`config.mk`:
```
export PLATFORM = sky130hd
export DESIGN_NAME = seg_scan_decoder
export DESIGN_NICKNAME = d
export VERILOG_FILES = /design/src/rtl/seg_scan_decoder.sv
export SDC_FILE = /design/constraint.sdc
export NUM_CORES = 1
export LEC_CHECK = 0
export CAP_MARGIN = 20
export CORE_UTILIZATION = 50
export CTS_BUF_LIST = sky130_fd_sc_hd__clkbuf_16
export CTS_CLUSTER_SIZE = 28
export DETAILED_ROUTE_END_ITERATION = 12
export GPL_ROUTABILITY_DRIVEN = 0
export PLACE_DENSITY = 0.72
export RECOVER_POWER = 25
export SYNTH_ARGS = -nofsm -noshare
export SYNTH_HDL_FRONTEND = slang
export SYNTH_SLANG_ARGS = --single-unit
export TNS_END_PERCENT = 50
```
`constraint.sdc`:
```
create_clock -name clk -period 3.3 [get_ports clk]
set_input_delay 0.33 -clock clk [delete_from_list [all_inputs] [get_ports clk]]
set_output_delay 0.33 -clock clk [all_outputs]
set_load 0.01 [all_outputs]
```
`src/rtl/seg_scan_decoder.sv`:
```
// seg_scan_decoder: samples a multiplexed seven-segment bus, filters each
// {digit select, segment} combination for stability, decodes the captured
// patterns back to hex nibbles and hands complete frames out over valid/ready.
//
// state   | meaning
// COLLECT | gathering digits, frame_valid low
// PENDING | complete frame held on frame_data, frame_valid high
module seg_scan_decoder #(
   parameter int NUM_DIGITS    = 4,
   parameter int STABLE_CYCLES = 4
) (
   input  logic                    clk,
   input  logic                    rst,
   input  logic [6:0]              seg_in,
   input  logic [NUM_DIGITS-1:0]   an_in,
   output logic [4*NUM_DIGITS-1:0] frame_data,
   output logic                    frame_valid,
   input  logic                    frame_ready,
   output logic                    bad_pat,
   output logic                    overrun
);

   localparam int SW = NUM_DIGITS + 7;
   localparam int CW = $clog2(STABLE_CYCLES + 1);
   localparam int DW = 4 * NUM_DIGITS;

   typedef enum logic {
      ST_COLLECT = 1'b0,
      ST_PENDING = 1'b1
   } state_t;

   state_t                state_q, state_d;
   logic [SW-1:0]         samp_q, samp_d;
   logic [CW-1:0]         cnt_q, cnt_d;
   logic [NUM_DIGITS-1:0] seen_q, seen_d;
   logic [DW-1:0]         digit_q, digit_d;
   logic [DW-1:0]         frame_q, frame_d;
   logic                  bad_q, bad_d;
   logic                  overrun_q, overrun_d;

   logic                  capture;
   logic                  an_onehot;
   logic                  cap_legal;
   logic [NUM_DIGITS-1:0] seen_nx;
   logic                  complete;
   logic [4:0]            dec;

   // Returns {legal, nibble}; blank and unknown patterns come back not legal.
   function automatic logic [4:0] seg_decode(input logic [6:0] p);
      logic [4:0] r;
      case (p)
         7'b1111110: r = 5'h10;
         7'b0110000: r = 5'h11;
         7'b1101101: r = 5'h12;
         7'b1111001: r = 5'h13;
         7'b0110011: r = 5'h14;
         7'b1011011: r = 5'h15;
         7'b1011111: r = 5'h16;
         7'b1110000: r = 5'h17;
         7'b1111111: r = 5'h18;
         7'b1110011: r = 5'h19;
         7'b1110111: r = 5'h1A;
         7'b0011111: r = 5'h1B;
         7'b1001110: r = 5'h1C;
         7'b0111101: r = 5'h1D;
         7'b1001111: r = 5'h1E;
         7'b1000111: r = 5'h1F;
         default:    r = 5'h00;
      endcase
      return r;
   endfunction

   // Stability filter: one capture per stable episode, on the STABLE_CYCLES+1'th identical sample.
   always_comb begin
      samp_d    = {an_in, seg_in};
      cnt_d     = cnt_q;
      capture   = 1'b0;
      an_onehot = (an_in != '0) && ((an_in & (an_in - NUM_DIGITS'(1))) == '0);
      if ({an_in, seg_in} != samp_q) begin
         cnt_d = '0;
      end else begin
         if (cnt_q < CW'(STABLE_CYCLES)) cnt_d = cnt_q + CW'(1);
         capture = (cnt_q == CW'(STABLE_CYCLES - 1)) && an_onehot;
      end
   end

   // Decode the captured pattern and apply it to the digit registers.
   always_comb begin
      dec       = seg_decode(seg_in);
      cap_legal = capture && dec[4];
      bad_d     = capture && !dec[4] && (seg_in != 7'b0000000);
      digit_d   = digit_q;
      seen_nx   = seen_q;
      for (int i = 0; i < NUM_DIGITS; i++) begin
         if (cap_legal && an_in[i]) begin
            digit_d[4*i +: 4] = dec[3:0];
            seen_nx[i]        = 1'b1;
         end
      end
      complete = cap_legal && (&seen_nx);
   end

   // Frame FSM: a completion while a frame is still pending is dropped unless it is accepted this cycle.
   always_comb begin
      state_d   = state_q;
      frame_d   = frame_q;
      seen_d    = seen_nx;
      overrun_d = overrun_q;
      case (state_q)
         ST_COLLECT: begin
            if (complete) begin
               frame_d = digit_d;
               seen_d  = '0;
               state_d = ST_PENDING;
            end
         end
         ST_PENDING: begin
            if (complete) begin
               seen_d = '0;
               if (frame_ready) frame_d   = digit_d;
               else             overrun_d = 1'b1;
            end else if (frame_ready) begin
               state_d = ST_COLLECT;
            end
         end
         default: state_d = ST_COLLECT;
      endcase
   end

   // State registers.
   always_ff @(posedge clk or posedge rst) begin
      if (rst) begin
         state_q   <= ST_COLLECT;
         samp_q    <= '0;
         cnt_q     <= '0;
         seen_q    <= '0;
         digit_q   <= '0;
         frame_q   <= '0;
         bad_q     <= 1'b0;
         overrun_q <= 1'b0;
      end else begin
         state_q   <= state_d;
         samp_q    <= samp_d;
         cnt_q     <= cnt_d;
         seen_q    <= seen_d;
         digit_q   <= digit_d;
         frame_q   <= frame_d;
         bad_q     <= bad_d;
         overrun_q <= overrun_d;
      end
   end

   assign frame_data  = frame_q;
   assign frame_valid = (state_q == ST_PENDING);
   assign bad_pat     = bad_q;
   assign overrun     = overrun_q;

endmodule

```
==> run metrics <==
status finished, final reports clean; largest net degree at the start of global routing 29; synth top area cells dfrtp_1 (44%), inv_1 (4.1%), xnor2_1 (3.5%), o211ai_1 (3.0%), clkbuf_8 (2.8%); yosys warns 0; Root Buffer clkbuf_16; Slew headroom 29.7%; Sink Count 53; Worst VDD drop 0.218 mV; P_leak 1.55 nW; top post-synthesis cells by count dfrtp_1 (53), inv_1 (33), a21oi_1 (16), o21ai_0 (16); Syn-to-layout area delta 18.6%; Via Count 2403; WP data required 3.51 ns; syn avg cell area 10.1 µm²; total gr overflow 0; initial antenna violation count 0; Synth cell types 59; Pre-antenna DRT Iters 4; ANT cells 0; CP arrival 3.11 ns; count leader, synth dfrtp_1; DP Wirelength 4930 µm; Max clock buf depth 2; hold-fix buffers at CTS 0; H-tree levels 2; RSZ-0062 raised after global routing no; drc violations 0; syn nets 313; slew of the pin with the lowest slew margin 1.05 ns; WL final 6820 µm; core box area 5640 µm²; vias in the first global route 2293; final hold vios 0; most used flip-flop cell after synthesis dfrtp_1; max-cap viol count 0; Die W 79.4 µm; Worst setup EP type flop; Vias/cell 5.86; Core Rows 27; Starting Density 53.1%; Startpoint Class input pin; synthesized cell area 2990 µm²; min-delay worst type flop to flop; min Tclk post-route 2.90 ns; Async SR Flop Fraction 100%; skew final 0.00360 ns; clock transition at the registers of the reported paths 0.06 ns; # IOs 33; CTS tree built; final worst-path cycle share 87.9%; crit-path max FO 11; Initial DRC Count 283; setup slack after placement 0.210 ns; fin nets 353; post-synth top area share 44.3%; Yosys reg bits 53; # setup viols final 0; Die H 79.4 µm; post-CTS resize count 0; register area share after synthesis 44.3%; Port Buffer Count 32; PnR worst setup slack 0.398 ns; Die ar. 6300 µm²; Final Slew Violations 0; Max Freq 345 MHz; number of synthesized flops with an enable pin 0; layout cells sized above 1 13.3%; Final ANT Viol Nets 0; total negative slack 0 ns; post-synth top area cell dfrtp_1; total track usage 23.8%; Pwr Density 384 nW/µm²; routed len/inst 16.6 µm; first-pass GRT wire length 11500 µm; Gate Count Post-Synth 297; Setup Buffers After CTS 0; cts bufs inserted 5; Worst Setup Path Type input pin to flop; worst skew pair latency 0.29 ns
==> final timing paths <==
kind	start	slack, ns	depth (start not counted)	end
min reg2reg	overrun	0.46	1	overrun
min in group asynchronous	rst	0.75	2	bad_pat
max in group asynchronous	rst	1.87	3	digit_q[2]
max	seg_in[1]	0.40	10	frame_data[2]
max reg2reg	samp_q[2]	0.94	7	frame_data[2]
min	overrun	0.46	1	overrun
==> sequential cells by signal, indices dropped and copies added (netlist names) <==
name,flops
digit_q,16
frame_data,16
samp_q,11
seen_q,4
cnt_q,3
bad_pat,1
frame_valid,1
overrun,1
==> critical path: stages <==
cell and delay (ns):
clkdlybuf4s50_1 0.47, clkbuf_1 0.43, and2_2 0.28, and3_1 0.20, a21boi_0 0.12, buf_4 0.17
and2_1 0.18, a211oi_4 0.48, buf_4 0.26, mux2i_1 0.19
==> stage by stage <==
step	instance area [µm²]	util, %	std cells	hold WS, ns	power, mW
after floorplan	2990	-	297	0.361	0.762
after global placement	3380	60.0	401	0.445	0.798
after detailed placement	3400	60.3	402	0.447	0.803
after CTS	3570	63.2	410	0.456	1.38
after global routing	3550	62.9	410	0.483	1.41
final	3550	62.9	410	0.459	1.36
==> area by class of cell <==
cell class / count / area, µm²
clock inverter: 3 / 37.5
multi-input combinational: 193 / 1390
tap: 72 / 90.1
clock buffer: 5 / 125
sequential: 53 / 1330
timing repair buffer: 51 / 460
fill: 479 / 2090
inverter: 33 / 124
==> kinds of logic after synthesis <==
logic type,synth area share (%)
AO/OA/AOI/OAI,19.8
AND/OR/NAND/NOR,17.6
flip-flops,44.3
buffers and inverters,9.36
XOR/XNOR,4.68
multiplexers,3.51
adder cells (fa/ha/maj),0.836
==> report_power, final <==
group | switching (mW) | internal (mW)
clock network | 0.222 | 0.353
logic | 0.0818 | 0.0476
registers | 0.00305 | 0.656
total | 0.307 | 1.06
==> cells in the final DEF, fill, tap and decap left out, drive strengths merged, types with 4 or more instances in the layout <==
cell type      count
a211oi             8
a21boi             6
a21o               4
a21oi             16
a22oi              5
buf               15
clkbuf             9
clkdlybuf4s50     28
dfrtp             53
dlygate4sd3        4
inv               34
mux2               4
mux2i              6
nand2             10
nand3              9
nand4             10
nand4b             4
nor2              11
nor4               7
o211ai            13
o21ai             16
o31ai              4
or2                4
or4                4
xnor2             12
xor2               4
==> per-layer routing <==
metal	share of wire (%)	wire [µm]	global-route usage, %	vias up
li1	-	-	-	1161
met1	45	3090	33.2	1152
met2	48	3250	38.3	80
met3	5.7	388	4.00	10
met4	1.3	91	6.55	0
met5	0	0	0	-
Note: power is estimated with default switching activity, not from simulation.
